`src/rtl/shift_unit_pkg.sv`:
```
// Shared constants and types for the iterative MIPS shifter (shift_unit_seq).
// Op encodings, FSM state type and default geometry live here.
package shift_unit_pkg;

    localparam int DEF_WIDTH   = 32;
    localparam int DEF_SHAMT_W = 5;

    localparam logic [1:0] OP_SLL  = 2'b00;
    localparam logic [1:0] OP_SRL  = 2'b01;
    localparam logic [1:0] OP_SRA  = 2'b10;
    localparam logic [1:0] OP_ROTR = 2'b11;

    typedef enum logic [1:0] {
        IDLE  = 2'b00,
        SHIFT = 2'b01,
        DONE  = 2'b10
    } state_e;

endpackage

```
`src/rtl/shift_step.sv`:
```
// One-bit shift step for shift_unit_seq: returns acc shifted by one position per op.
// Rotate-right is only built when SHIFT_ROTR_EN is defined; otherwise op 11 acts as SRL.
module shift_step
    import shift_unit_pkg::*;
#(
    parameter int WIDTH = DEF_WIDTH
) (
    input  logic [WIDTH-1:0] acc_i,
    input  logic [1:0]       op_i,
    output logic [WIDTH-1:0] step_o
);

    always_comb begin
        // NOTE: step_o gets a default before the case so no path leaves it unassigned (no latch).
        step_o = {1'b0, acc_i[WIDTH-1:1]};
        case (op_i)
            OP_SLL:  step_o = {acc_i[WIDTH-2:0], 1'b0};
            OP_SRL:  step_o = {1'b0, acc_i[WIDTH-1:1]};
            OP_SRA:  step_o = {acc_i[WIDTH-1], acc_i[WIDTH-1:1]};
`ifdef SHIFT_ROTR_EN
            OP_ROTR: step_o = {acc_i[0], acc_i[WIDTH-1:1]};
`else
            OP_ROTR: step_o = {1'b0, acc_i[WIDTH-1:1]};
`endif
            default: step_o = {1'b0, acc_i[WIDTH-1:1]};
        endcase
    end

endmodule

```
`src/rtl/shift_unit_seq.sv`:
```
// Iterative SLL/SRL/SRA(/ROTR) shifter, one bit per clock, Start/Busy/Done handshake.
// Optional rotate support selected by the SHIFT_ROTR_EN macro (see shift_step).
module shift_unit_seq
    import shift_unit_pkg::*;
#(
    parameter int WIDTH   = DEF_WIDTH,
    parameter int SHAMT_W = DEF_SHAMT_W
) (
    input  logic               Clk,
    input  logic               Reset,
    input  logic               Start,
    input  logic [1:0]         Op,
    input  logic [SHAMT_W-1:0] Shamt,
    input  logic [WIDTH-1:0]   DataIn,
    output logic               Busy,
    output logic               Done,
    output logic [WIDTH-1:0]   DataOut
);

    state_e             state_q, state_d;
    logic [WIDTH-1:0]   acc_q, acc_d;
    logic [SHAMT_W-1:0] count_q, count_d;
    logic [1:0]         op_q, op_d;
    logic [WIDTH-1:0]   data_out_q, data_out_d;
    logic               busy_q, busy_d;
    logic               done_q, done_d;
    logic [WIDTH-1:0]   step_val;

    shift_step #(
        .WIDTH (WIDTH)
    ) u_step (
        .acc_i  (acc_q),
        .op_i   (op_q),
        .step_o (step_val)
    );

    always_comb begin
        state_d    = state_q;
        acc_d      = acc_q;
        count_d    = count_q;
        op_d       = op_q;
        data_out_d = data_out_q;

        case (state_q)
            IDLE: begin
                if (Start) begin
                    op_d    = Op;
                    acc_d   = DataIn;
                    count_d = Shamt;
                    state_d = (Shamt == '0) ? DONE : SHIFT;
                end
            end
            SHIFT: begin
                acc_d   = step_val;
                count_d = count_q - SHAMT_W'(1);
                if (count_q == SHAMT_W'(1)) begin
                    state_d = DONE;
                end
            end
            DONE: begin
                state_d = IDLE;
            end
            default: begin
                state_d = IDLE;
            end
        endcase

        // Outputs are computed from the next state so they can be registered
        // and still line up with the state they describe.
        if (state_d == DONE) begin
            data_out_d = acc_d;
        end
        busy_d = (state_d != IDLE);
        done_d = (state_d == DONE);
    end

    // NOTE: state is updated with non-blocking assignments so every register samples pre-edge values.
    always_ff @(posedge Clk) begin
        if (Reset) begin
            state_q    <= IDLE;
            acc_q      <= '0;
            count_q    <= '0;
            op_q       <= OP_SLL;
            data_out_q <= '0;
            busy_q     <= 1'b0;
            done_q     <= 1'b0;
        end else begin
            state_q    <= state_d;
            acc_q      <= acc_d;
            count_q    <= count_d;
            op_q       <= op_d;
            data_out_q <= data_out_d;
            busy_q     <= busy_d;
            done_q     <= done_d;
        end
    end

    assign Busy    = busy_q;
    assign Done    = done_q;
    assign DataOut = data_out_q;

endmodule

```
`config.mk`:
```
export PLATFORM = sky130hd
export DESIGN_NAME = shift_unit_seq
export DESIGN_NICKNAME = d
export VERILOG_FILES = /design/src/rtl/shift_unit_pkg.sv /design/src/rtl/shift_step.sv /design/src/rtl/shift_unit_seq.sv
export SDC_FILE = /design/constraint.sdc
export NUM_CORES = 1
export LEC_CHECK = 0
export ABC_AREA = 1
export CAP_MARGIN = 30
export CORE_MARGIN = 5
export CORE_UTILIZATION = 28
export CTS_CLUSTER_SIZE = 28
export DETAILED_ROUTE_END_ITERATION = 8
export PLACE_DENSITY = 0.51
export SLEW_MARGIN = 20
export SYNTH_ARGS = -nofsm -noshare
export SYNTH_HDL_FRONTEND = slang
export SYNTH_HIERARCHICAL = 1
export SYNTH_SLANG_ARGS = --single-unit
export TNS_END_PERCENT = 30
```
`constraint.sdc`:
```
create_clock -name Clk -period 1.53 [get_ports Clk]
set_input_delay 0.306 -clock Clk [delete_from_list [all_inputs] [get_ports Clk]]
set_output_delay 0.306 -clock Clk [all_outputs]
set_load 0.005 [all_outputs]
```
== Word-level counts from Yosys, hierarchy flattened ==
Index checks and enable logic that the tools add are counted.
W data, S select, Z words.

* Flip-flop bits (word level): 75
* Bits of input ports: 42
* Output and inout port bits: 34
* Logic and storage cells: 32

* $add $sub $neg: 1
* Equality and inequality tests: 7
* Multiplexer cells: 9
* Reductions and logical operators: 8

{| class="wikitable"
|+ Operators with widths
! operator !! number
|-
| $pmux W32 S3 || 1
|-
| $pmux W32 S2 || 1
|-
| $mux W32 || 1
|-
| $pmux W5 S2 || 1
|-
| $eq A2 B2 Y1 const B || 3
|-
| $mux W2 || 3
|-
| $eq A5 B1 Y1 const B || 1
|-
| $logic_not A5 Y1 || 1
|-
| $mux W5 || 1
|-
| $sub A5 B1 Y5 const B || 1
|-
| $eq A2 B1 Y1 const B || 2
|-
| $logic_not A2 Y1 || 2
|-
| $pmux W2 S2 || 1
|-
| $reduce_and A2 Y1 || 2
|-
| $reduce_bool A2 Y1 || 2
|-
| $ne A2 B2 Y1 const B || 1
|-
| $reduce_or A2 Y1 || 1
|}

== Longest topological paths before layout ==
Gate-level depths: netlist of the first run.

* Depth after elaboration: 5
* Mapped depth: 10
* Mapped depth without buffers: 9

== By module ==
The synthesis of the first run kept the hierarchy.

{| class="wikitable"
|+ By module, submodules not included
! module !! times used !! cells an instance !! area an instance (µm²) !! seq. area each (µm²)
|-
| shift_unit_seq || 1 || 705 || 4219.0 || 1501.4
|-
| shift_step || 1 || 106 || 476.7 || 0.0
|}

== Worst setup path after synthesis of the first run ==
OpenSTA, ideal clock, no wires.

* Path type: register to register
* Start point: register count_q[1]
* End point: register data_out_q[13] (netlist: DataOut[13])
* Setup time: 113 ps
* Arrival time: 1275 ps
* Required time: 1417 ps
* Path slack: 142 ps
* Cell stages (with the launch flop): 10
* Path buffers: 2
* Clock period less this slack: 1388 ps
* Cells stage by stage: dfxtp_1 inv_1 ha_1 inv_1 nor2_1 nand4_1 buf_2 buf_4 a21oi_2 nor2_1

* Cells in the longest elaborated chain, start to end: 4

{| class="wikitable"
|+ RTL lines
! item !! line !! source
|-
| start: declaration || shift_unit_seq.sv:22 || <nowiki>logic [SHAMT_W-1:0] count_q, count_d;</nowiki>
|-
| start signal: assignment || shift_unit_seq.sv:90 || <nowiki>count_q <= count_d;</nowiki>
|-
| $eq A5 B1 Y1 || shift_unit_seq.sv:56 || <nowiki>if (count_q == SHAMT_W'(1)) begin</nowiki>
|-
| $mux W2 || shift_unit_seq.sv:56 ||
|-
| $pmux W2 S2 || shift_unit_seq.sv:44 || <nowiki>case (state_q)</nowiki>
|-
| $eq A2 B2 Y1 || shift_unit_seq.sv:70 || <nowiki>if (state_d == DONE) begin</nowiki>
|-
| end signal: assignment || shift_unit_seq.sv:92 || <nowiki>data_out_q <= data_out_d;</nowiki>
|-
| end: declaration || shift_unit_seq.sv:24 || <nowiki>logic [WIDTH-1:0] data_out_q, data_out_d;</nowiki>
|}

No other way between the ends.
A chain may end at the register's enable or synchronous reset.

== Worst setup path after layout of the first run ==
* Start point: register data_out_q[15] (netlist: DataOut[15])
* End point: output DataOut[15]

{| class="wikitable"
|+ RTL lines
! item !! line !! source
|-
| end: declaration || shift_unit_seq.sv:17 || <nowiki>output logic [WIDTH-1:0] DataOut</nowiki>
|}

No word-level cell between the ends.

==> reports/results.env, run 1 <==
GRT_PASS1_VIAS=4649
ANTENNA_FOUND_INITIAL=0
SLEW_HEADROOM_PCT=76.3
SYNTH.AVG_CELL_AREA_UM2=5.79
CELL_TYPE_GROUP_WITH_THE_LARGEST_TOTAL_DELAY_ON_THE_CRITICAL_PATH='buffers and inverters'
AREA.GROWTH.SYNTH_TO_FINAL_PCT=34.7
R2R_SETUP_SLACK_PS=70
WORST_SLEW_PIN_SLEW_PS=356
OUTCOME='finished clean'
GRT_PASS1_WL_MM=22.4
ANTENNA_VIOLATING_NETS_POST_ROUTE=0
SETUP.WORST_PATH.START_CLASS='register'
DIE_Y_UM=140
FINAL.MIN_CLOCK_PERIOD_PS=1490
CTS-HTREE-LEVELS=3
SLOWEST_DELAY_PS=500
HOLDPATHSTAGES=4
WORSTHOLDSTART='Start'
DRV_CAP=0
LEAKAGE_nW=3.35
SYNTH.TOP_CELLS.BY_AREA='sky130_fd_sc_hd__dfxtp_1 32%, sky130_fd_sc_hd__nand2_1 22%, sky130_fd_sc_hd__inv_1 8.7%'
DRT_PASS_1_ITERS=5
FINALSETUPVIOLCOUNT=0
FIRST_ITER_VIOLATIONS=310
HOLD-WORST-SLACK_PS=431
WORST_SETUP_HOLD_PATH_CLK_SLEW_PS=60
CP-END-KIND='primary output'
SYNTH_TOP_FLOP_CELL='sky130_fd_sc_hd__dfxtp_1'
TIMING.CRITICAL_PATH.CELLS='clkdlybuf4s50_1'
CTS_BUFFER_DEPTH=2
WORSTHOLDPATHTYPE='in -> reg'
SYNTH_ENABLE_FLOP_CELLS=0
FILLERS=1795
DETAIL_ROUTE.WL_PER_CELL_UM=12.5
PLACE.GP.CONGESTION=0.786
TIMING.CLOCK.SKEW_PS=9.68
CLOCK_INSERTION_DELAY_WORST_SKEW_PS=350
BOUNDARYPINS=76
SYNTH_TOP_AREA_SHARE_PCT=32.0
ACHIEVABLE-FREQUENCY_MHz=670
CPMAXSTAGEDELAYCELL='sky130_fd_sc_hd__clkdlybuf4s50_1'
RSZ0062_AT_GRT='yes'
POSTSYNTH.ASYNCRESETSHARE_PCT=0
GRT_MAX_DEGREE=40
CTS-BUFFERS-INSERTED=9
PLACEMENT_ROWS=47
WORSTPATHREQUIRED_PS=1220
WORSTREG2REGSTART='count_q[1]'
HOLD_VIOLATIONS=0
POWER_PER_CELL_AREA_mW_PER_MM2=919
PATH_MAX_FANOUT=2
DP.FINAL_HPWL_MM=8.74
YOSYSTOPAREACELL='sky130_fd_sc_hd__dfxtp_1'
FP.DIEAREA_MM2=0.0195
MIN_DELAY_WORST_ENDPOINT='acc_q[2]'
SYN-INSTANCE-COUNT=811
DRCVIOLATIONCOUNT=0
FINAL_MIN_PERIOD_OVER_CLOCK_PERIOD_PCT=97.6
SETUP_TNS_PS=0
VDD.IR_DROP.WORST_V=0.000572
GLOBALROUTEOVERFLOWTOTAL=0
TRITONCTS='done'
ANTENNA-DIODE-COUNT=0
GRT_USE_TOTAL_PCT=13.7
NUMBER_OF_STORAGE_ELEMENTS_IN_THE_SYNTHESIS_NETLIST=75
SYNTH.LIB_CELLS_USED.DISTINCT=25
MAPPEDNETLISTNETS=855
CP_NUM_BUF_INV=1
SYNTH_SEQ_AREA_SHARE_PCT=32.0
FF2FF_PATH_DEPTH=9
PLACE.PORT_BUFFERS=75
WORST-SETUP-PATH-TYPE='reg -> out'
ROUTE.VIAS.TOTAL=4815
CLOCK_SINKS=75
SYNTH_AREA_MM2=0.00470
DESIGN.CORE.AREA_MM2=0.0165
POSTCTSHOLDBUFS=0
DIE_WIDTH_UM=140
DRIVE_GT1_SHARE_PCT=11.5
LAYOUT.NETS=926
VIAS_PER_CELL=4.35
WL_MM=13.8
START_UTIL_PCT=28.4
CRITICAL_PATH_ARRIVAL_PS=1190
CTS_ROOT_BUFFER='sky130_fd_sc_hd__clkbuf_16'
REGTOREGENDPOINT='DataOut[6]'
POST-ROUTE-UTIL_PCT=38.3
SYNTH-WARNING-COUNT=6
FINAL_MAX_TRAN_VIOLS=0
## how the worst max path moves through the flow
stage,start,endpoint,cells past startpoint
after detailed placement,Shamt[2],DataOut[6],8
after CTS,count_q[1],DataOut[1],9
after global placement,Shamt[2],DataOut[11],8
after global routing,count_q[1],DataOut[25],10
final,DataOut[15],DataOut[15],1
after floorplan,count_q[1],DataOut[13],9
## routing by layer
| layer | vias up | wire length (µm) | GRT usage [%] |
|---|---|---|---|
| met2 | 84 | 6220 | 22.3 |
| met1 | 2098 | 6860 | 17.9 |
| met5 | - | 0 | 0 |
| li1 | 2619 | - | - |
| met3 | 14 | 584 | 3.43 |
| met4 | 0 | 169 | 4.17 |
## what timing repair did
item                                    CTS  global route
setup buffers                             0             3
endpoints found under the setup margin   13            44
gates cloned                              0             6
pin swaps                                 0            13
gates resized for setup                   5            49
## cell usage in the layout (no fill, tap or decap), types with 2 or more instances in the layout
cell type	count
sky130_fd_sc_hd__nor2_2	2
sky130_fd_sc_hd__inv_1	107
sky130_fd_sc_hd__o21ai_0	28
sky130_fd_sc_hd__dlygate4sd2_1	2
sky130_fd_sc_hd__nand2_1	270
sky130_fd_sc_hd__buf_4	21
sky130_fd_sc_hd__clkdlybuf4s50_1	62
sky130_fd_sc_hd__a21oi_1	47
sky130_fd_sc_hd__a21oi_4	2
sky130_fd_sc_hd__nand3_2	4
sky130_fd_sc_hd__dfxtp_1	69
sky130_fd_sc_hd__inv_4	3
sky130_fd_sc_hd__clkbuf_16	13
sky130_fd_sc_hd__dfxtp_2	6
sky130_fd_sc_hd__inv_2	4
sky130_fd_sc_hd__a21oi_2	21
sky130_fd_sc_hd__clkinv_2	3
sky130_fd_sc_hd__dlymetal6s2s_1	10
sky130_fd_sc_hd__o21ai_1	10
sky130_fd_sc_hd__nor2_1	107
sky130_fd_sc_hd__nor2_4	3
sky130_fd_sc_hd__nand3_1	69
sky130_fd_sc_hd__buf_6	3
sky130_fd_sc_hd__buf_12	9
## state kept, by name (all words and copies together), names as in the netlist
register / count
DataOut: 32
acc_q: 32
count_q: 5
op_q: 2
state_q: 2
Busy: 1
Done: 1
## cells in the mapped netlist, types with 3 or more instances
library cell and n:
sky130_fd_sc_hd__inv_1 109, sky130_fd_sc_hd__nand3_1 73, sky130_fd_sc_hd__a21oi_1 60, sky130_fd_sc_hd__inv_4 3, sky130_fd_sc_hd__a21oi_2 10, sky130_fd_sc_hd__nand2_1 270, sky130_fd_sc_hd__buf_2 27, sky130_fd_sc_hd__dfxtp_1 75
sky130_fd_sc_hd__o21ai_0 30, sky130_fd_sc_hd__buf_6 7, sky130_fd_sc_hd__o21ai_1 8, sky130_fd_sc_hd__clkbuf_1 13, sky130_fd_sc_hd__buf_4 3, sky130_fd_sc_hd__nor2_1 109
## report_power, final
group | switching, mW | internal (mW) | total (mW)
Sequential | 0.145 | 2.12 | 2.26
Clock | 0.851 | 1.30 | 2.15
Combinational | 0.780 | 0.621 | 1.40
Total | 1.78 | 4.04 | 5.81
## logic make-up after synthesis
| kind of cell | synth area share [%] |
|---|---|
| adders and majority gates | 0.533 |
| xor gates and xnor gates | 0.187 |
| DFF | 32.0 |
| AOI/OAI and AO/OA | 12.3 |
| and+or+nand+nor | 39.5 |
| buffers and inverters | 15.5 |
## stage by stage
step / worst slack, ps / total power, mW / area, µm² / instances
after floorplan: 142 / 3.15 / 4700 / 811
final: 37.4 / 5.81 / 6330 / 1107
after CTS: -8.73 / 5.82 / 6020 / 1098
after global placement: -158 / 3.63 / 5720 / 1082
after detailed placement: -177 / 3.62 / 5720 / 1082
after global routing: -28.3 / 6.18 / 6330 / 1107
## cell type report
cell class	count	area [µm²]	area share [%]
multi-input combinational	570	2570	40.6
sequential	75	1510	23.9
timing repair buffer	112	1240	19.6
inverter	114	435	6.88
tap	220	275	4.35
clock buffer	11	243	3.84
clock inverter	5	52.6	0.831
No activity file was read; power rests on OpenSTA's default activity.
==> run 2, diff against run 1 <==
--- a/config.mk
+++ b/config.mk
@@ -7,11 +7,13 @@
 export LEC_CHECK = 0
 export ABC_AREA = 1
 export CAP_MARGIN = 30
+export CORE_ASPECT_RATIO = 0.5
 export CORE_MARGIN = 5
 export CORE_UTILIZATION = 28
 export CTS_CLUSTER_SIZE = 28
 export DETAILED_ROUTE_END_ITERATION = 8
 export PLACE_DENSITY = 0.51
+export REMOVE_ABC_BUFFERS = 1
 export SLEW_MARGIN = 20
 export SYNTH_ARGS = -nofsm -noshare
 export SYNTH_HDL_FRONTEND = slang
==> run 2 against run 1 <==
  * The run now ends with setup timing left
  * Sequential cell count stayed put
  * Final cell count is 0.27% higher
  * Sequential share of layout area is 0.18 points higher
  * Utilization hardly changed
  * Register-to-register slack worse by 90 ps
  * Clock-buffer cell count is 1 lower
  * Critical path depth is 8 higher
  * Wire length is 5.6% higher
  * Clock power is 5% lower
  * First-iteration DRC count is 5.2% lower
  * Global-route usage hardly changed
  * Largest cell class unchanged
==> reports/results.env, run 2 (synthesized netlist as in run 1, its figures left out) <==
LEADING_CELL_TYPE_IN_THE_LAYOUT_FILL_AND_TAPS_EXCLUDED='sky130_fd_sc_hd__nand2_1'
PLACE.GP.CONGESTION=0.754
DRV_CAP=0
FIRST_ITER_VIOLATIONS=294
DIE_WIDTH_UM=193
GRT_PASS1_WL_MM=22.1
ANTENNA_VIOLATING_NETS_POST_ROUTE=0
PLACEMENT_ROWS=33
DIE_Y_UM=102
DESIGN.CORE.AREA_MM2=0.0164
WORSTPATHREQUIRED_PS=1760
VDD.IR_DROP.WORST_V=0.000480
POWER_PER_CELL_AREA_mW_PER_MM2=905
WORST_SLEW_PIN_SLEW_PS=256
MIN_DELAY_WORST_ENDPOINT='acc_q[2]'
CPMAXSTAGEDELAYCELL='sky130_fd_sc_hd__dfxtp_2'
SLEW_HEADROOM_PCT=82.9
PLACEMENT.CELL_AREA_MM2=0.00574
LEAKAGE_nW=3.39
WORST-SETUP-PATH-TYPE='reg -> reg'
START_UTIL_PCT=28.6
SETUP.WORST_PATH.START_CLASS='register'
FP.DIEAREA_MM2=0.0196
GLOBALROUTEOVERFLOWTOTAL=0
FINAL.MIN_CLOCK_PERIOD_PS=1550
FINAL_MIN_PERIOD_OVER_CLOCK_PERIOD_PCT=101
CRITICAL-PATH-TOP-CELL-BY-COUNT='sky130_fd_sc_hd__inv_2'
HOLDPATHSTAGES=4
DR_WL_MET2_MM=6.38
FINAL_MAX_TRAN_VIOLS=0
R2R_SETUP_SLACK_PS=-20
AREA.GROWTH.SYNTH_TO_FINAL_PCT=33.8
WORST_SETUP_HOLD_PATH_CLK_SLEW_PS=60
WORSTHOLDPATHTYPE='in -> reg'
POST-PLACE-WS_PS=-195
RSZ0062_AT_GRT='yes'
ANTENNA-DIODE-COUNT=0
ACHIEVABLE-FREQUENCY_MHz=645
ANTENNA_FOUND_INITIAL=0
FINAL_CELL_MIX='270 x sky130_fd_sc_hd__nand2_1, 107 x sky130_fd_sc_hd__inv_1, 107 x sky130_fd_sc_hd__nor2_1'
TIMING.CRITICAL_PATH.CELLS='inv_2 > ha_4 > inv_2 > nor2_2 > nand4_1 > buf_6 > clkbuf_16 > a21oi_1 > nor2_1'
WL_MM=14.6
FINALSETUPVIOLCOUNT=6
GRT_USE_TOTAL_PCT=13.6
GRT_MAX_DEGREE=67
CTS_ROOT_BUFFER='sky130_fd_sc_hd__clkbuf_16'
FF2FF_PATH_DEPTH=9
TRITONCTS='done'
PLACE.PORT_BUFFERS=75
DP.FINAL_HPWL_MM=8.77
OUTCOME='finished with violations'
LAYOUT.NETS=922
VIOLATIONS='setup timing'
HOLD_VIOLATIONS=0
DRIVE_GT1_SHARE_PCT=10.9
FINALPOWER_mW=5.69
FIN_WS_PS=-19.6
WORSTREG2REGSTART='count_q[1]'
DETAIL_ROUTE.WL_PER_CELL_UM=13.2
WL_MET1_MM=7.23
VIAS_PER_CELL=4.52
DRCVIOLATIONCOUNT=0
MET3_WIRELENGTH_UM=731
ROUTE.VIAS.TOTAL=5014
SLOWEST_DELAY_PS=330
CTS-HTREE-LEVELS=3
POST_LAYOUT_NONFILLER_INSTANCES=1110
TIMING.CLOCK.SKEW_PS=7.89
WORSTHOLDSTART='Start'
PATH_MAX_FANOUT=8
DR.MAX_LAYER_USED='met4'
POST-PLACE-CELLS=1087
BOUNDARYPINS=76
CTS-BUFFERS-INSERTED=9
CLOCK_SINKS=75
CTS_BUFFER_DEPTH=2
FINAL_INSTANCE_AREA_MM2=0.00628
CP-END-KIND='register'
POSTCTSHOLDBUFS=0
GRT_PASS1_VIAS=4611
HOLD-WORST-SLACK_PS=383
REGTOREGENDPOINT='DataOut[25]'
FILLERS=1805
CRITICAL_PATH_ARRIVAL_PS=1780
DRT_PASS_1_ITERS=5
CLOCK_INSERTION_DELAY_WORST_SKEW_PS=340
[run 2: report_power, final]
part | total [mW] | leakage [nW] | internal [mW] | switching (mW)
Combinational | 1.39 | 2.65 | 0.610 | 0.779
Clock | 2.04 | 0.130 | 1.14 | 0.896
Sequential | 2.26 | 0.617 | 2.12 | 0.147
Total | 5.69 | 3.39 | 3.87 | 1.82
[run 2: layer usage]
layer	track usage (%)	up-vias
met5	0	-
met4	2.77	0
met3	3.20	24
met2	22.6	100
met1	18.4	2281
li1	-	2609
[run 2: how the worst max path moves through the flow]
stage | startpoint | endpoint | slack (ps) | cells past startpoint
after global routing | count_q[1] | DataOut[4] | -90 | 9
after CTS | DataOut[3] | DataOut[3] | 2 | 1
after global placement | Shamt[2] | DataOut[30] | -160 | 8
final | count_q[1] | DataOut[25] | -20 | 9
after detailed placement | Shamt[2] | DataOut[3] | -190 | 8
after floorplan | state_q[0] | DataOut[0] | -1820 | 3
[run 2: final cells by class]
| cell class | instances | area (µm²) | area share (%) |
|---|---|---|---|
| clock inverters | 6 | 41.3 | 0.657 |
| well taps | 227 | 284 | 4.52 |
| clock buffers | 10 | 239 | 3.80 |
| multi-input cells | 570 | 2550 | 40.6 |
| inverters | 114 | 435 | 6.93 |
| flip-flops and latches | 75 | 1510 | 24.0 |
| repair buffers | 108 | 1230 | 19.5 |
[run 2: timing repair]
| item | in CTS | in global routing |
|---|---|---|
| setup endpoints to repair | 3 | 46 |
| setup buffers | 0 | 1 |
| gates resized for setup | 3 | 45 |
| gates cloned | 0 | 6 |
| pin swaps | 0 | 21 |
[run 2: stage by stage]
stage                     setup TNS, ps  util [%]
after floorplan                  -81490         -
after global placement            -4470      34.9
after detailed placement          -5560      34.9
after CTS                             0      36.6
after global routing              -1920      38.2
final                             -63.0      38.2
[run 2: worst max-delay path, delay by kind of cell, from the launching register on]
kind	cells	cell delay (ps)
AOI/OAI and AO/OA	1	140
adders and majority gates	1	130
buffers and inverters	4	520
DFF	1	330
and+or+nand+nor	3	320
==> run 3, diff against run 2 <==
--- a/config.mk
+++ b/config.mk
@@ -12,11 +12,12 @@
 export CORE_UTILIZATION = 28
 export CTS_CLUSTER_SIZE = 28
 export DETAILED_ROUTE_END_ITERATION = 8
-export PLACE_DENSITY = 0.51
+export DONT_BUFFER_PORTS = 1
+export MAX_ROUTING_LAYER = met4
+export PLACE_DENSITY = 0.45
 export REMOVE_ABC_BUFFERS = 1
 export SLEW_MARGIN = 20
 export SYNTH_ARGS = -nofsm -noshare
 export SYNTH_HDL_FRONTEND = slang
 export SYNTH_HIERARCHICAL = 1
 export SYNTH_SLANG_ARGS = --single-unit
-export TNS_END_PERCENT = 30
==> run 3 against run 2 <==
  * The run now ends clean
  * Global-route usage rose by 0.68 points
  * Largest power group unchanged
  * Setup slack improved by 83 ps
  * Power fell by 3.8%
  * Critical path type unchanged
  * Worst hold slack got worse by 360 ps
==> reports/results.env, run 3 (synthesized netlist as in run 1, its figures left out) <==
FILLERS=1849
ANTENNA_VIOLATING_NETS_POST_ROUTE=0
HOLDPATHSTAGES=1
HOLD_VIOLATIONS=0
FINALPOWER_mW=5.47
BUSIEST_LAYER='met2'
FIN_WS_PS=63.3
ANTENNA_FOUND_INITIAL=1
GRT_PASS1_WL_MM=22.1
FINALSETUPVIOLCOUNT=0
WORSTHOLDPATHTYPE='in -> reg'
CLOCK_INSERTION_DELAY_WORST_SKEW_PS=340
PWR-SHARE-COMB_PCT=20.7
DRCVIOLATIONCOUNT=0
DP.FINAL_HPWL_MM=8.58
GRT_USE_TOTAL_PCT=14.3
CP-END-KIND='register'
WORSTHOLDSTART='Reset'
LAYOUT.NETS=842
FINAL_CELL_MIX='270 x sky130_fd_sc_hd__nand2_1, 108 x sky130_fd_sc_hd__inv_1, 106 x sky130_fd_sc_hd__nor2_1'
R2R_SETUP_SLACK_PS=60
DESIGN.CORE.AREA_MM2=0.0164
SLOWEST_DELAY_PS=330
POWER_REPORT.INTERNAL_TOTAL_mW=3.74
DETAIL_ROUTE.WL_PER_CELL_UM=14.0
TRITONCTS='done'
WORSTREG2REGSTART='count_q[1]'
FINAL.MIN_CLOCK_PERIOD_PS=1470
POST-PLACE-WS_PS=82.4
CTS-BUFFERS-INSERTED=9
BOUNDARYPINS=76
POSTCTSHOLDBUFS=0
FINAL_INSTANCE_AREA_MM2=0.00543
WORSTPATHREQUIRED_PS=1760
WORST_SLEW_PIN_SLEW_PS=390
GLOBALROUTEMET2UTIL_PCT=22.6
GLOBAL_ROUTE.USAGE.MET1_PCT=18.5
POST-PLACE-CELLS=1006
CLOCK_SINKS=75
WL_MM=14.4
CRITICAL_PATH_ARRIVAL_PS=1700
WORST_SETUP_PATH_STARTPOINT='count_q[1]'
DRT_PASS_1_ITERS=5
PLACE.GP.CONGESTION=0.754
POST_LAYOUT_NONFILLER_INSTANCES=1031
WORST_SETUP_HOLD_PATH_CLK_SLEW_PS=60
FIRST_ITER_VIOLATIONS=318
TIMING.CLOCK.SKEW_PS=9.24
TIMING.CRITICAL_PATH.CELLS='inv_2 > ha_4 > inv_1 > nor2_2 > nand4_1 > buf_6 > clkbuf_16 > a21oi_1 > nor2_1'
CTS_BUFFER_DEPTH=2
FP.DIEAREA_MM2=0.0196
POWER_SWITCHING_SHARE_PCT=31.6
GLOBALROUTEOVERFLOWTOTAL=0
SETUP.WORST_PATH.START_CLASS='register'
FF2FF_PATH_DEPTH=9
FINAL_MIN_PERIOD_OVER_CLOCK_PERIOD_PCT=95.9
LEAKAGE_nW=2.80
OUTCOME='finished clean'
MIN_DELAY_WORST_ENDPOINT='state_q[1]'
VDD.IR_DROP.WORST_V=0.000460
CPMAXSTAGEDELAYCELL='sky130_fd_sc_hd__dfxtp_2'
PLACEMENT.CELL_AREA_MM2=0.00491
GRT_MAX_DEGREE=67
SLEW_HEADROOM_PCT=74.0
FINAL_MAX_TRAN_VIOLS=0
SEQCELLAREA_MM2=0.00151
DRIVE_GT1_SHARE_PCT=10.7
AREA.GROWTH.SYNTH_TO_FINAL_PCT=15.7
PATH_MAX_FANOUT=8
GRT_PASS1_VIAS=4417
GROUTE.LAYER.MET3.USAGE_PCT=4.06
DRV_CAP=0
CTS_ROOT_BUFFER='sky130_fd_sc_hd__clkbuf_16'
START_UTIL_PCT=28.6
VIAS_PER_CELL=4.48
ROUTE.VIAS.TOTAL=4617
REGTOREGENDPOINT='DataOut[30]'
SETUP_TNS_PS=0
ACHIEVABLE-FREQUENCY_MHz=682
SEQPWRFRAC_PCT=41.7
MULTI_INPUT_AREA_MM2=0.00255
RSZ0062_AT_GRT='yes'
HOLD-WORST-SLACK_PS=26.3
LEADING_CELL_TYPE_IN_THE_LAYOUT_FILL_AND_TAPS_EXCLUDED='sky130_fd_sc_hd__nand2_1'
PLACEMENT_ROWS=33
DIE_Y_UM=102
CTS-HTREE-LEVELS=3
PLACE.PORT_BUFFERS=0
POST-ROUTE-UTIL_PCT=33.1
POWER_PER_CELL_AREA_mW_PER_MM2=1010
CLOCK_POWER_SHARE_PCT=37.6
P_SW_mW=1.73
WORST-SETUP-PATH-TYPE='reg -> reg'
DIE_WIDTH_UM=193
[run 3: changes by cell type in the layout (fill, tap and decap cells not counted), moves of 5 or more]
cell | previous run | this run
sky130_fd_sc_hd__a21oi_1 | 55 | 50
sky130_fd_sc_hd__clkdlybuf4s50_1 | 59 | 0
sky130_fd_sc_hd__dlymetal6s2s_1 | 13 | 0
sky130_fd_sc_hd__nand3_1 | 65 | 71
sky130_fd_sc_hd__nand3_2 | 8 | 2
[run 3: worst max path at each step]
stage,end,slack [ps]
2_1_floorplan,DataOut[0],-1820
3_3_place_gp,DataOut[13],100
3_5_place_dp,DataOut[21],80
4_1_cts,DataOut[26],70
5_1_grt,DataOut[9],-9
6_report,DataOut[30],60
[run 3: routing by layer]
layer | share of wire [%] | up-vias
met5 | 0 | -
met4 | 0.72 | 0
met3 | 4.3 | 6
met2 | 43 | 70
met1 | 52 | 2091
li1 | - | 2450
[run 3: power by group through the flow]
stage                     Clock (mW)  Combinational, mW  Sequential (mW)
after global routing            2.17               1.32             2.31
after detailed placement           0               1.06             2.32
after floorplan                    0              0.742             2.31
after CTS                       2.12               1.07             2.28
after global placement             0               1.06             2.32
final                           2.05               1.14             2.28
[run 3: repair_timing]
action,in CTS,in global routing
setup buffers,0,1
resized for setup,0,32
setup endpoints to repair,0,32
[run 3: worst max-delay path, delay by kind of cell (launching register included)]
kind                     cells  cell delay (ps)
buffers and inverters        4              490
flip-flops                   1              330
AND/OR/NAND/NOR              3              270
AO/OA/AOI/OAI                1              150
adder cells (fa/ha/maj)      1              110
[run 3: final cells by class]
class	count	area share, %
Multi-Input combinational cell	570	47.0
Sequential cell	75	27.8
Inverter	114	8.02
Timing Repair Buffer	28	6.73
Tap cell	227	5.23
Clock buffer	12	4.72
Clock inverter	4	0.461
Antenna cell	1	0.0461
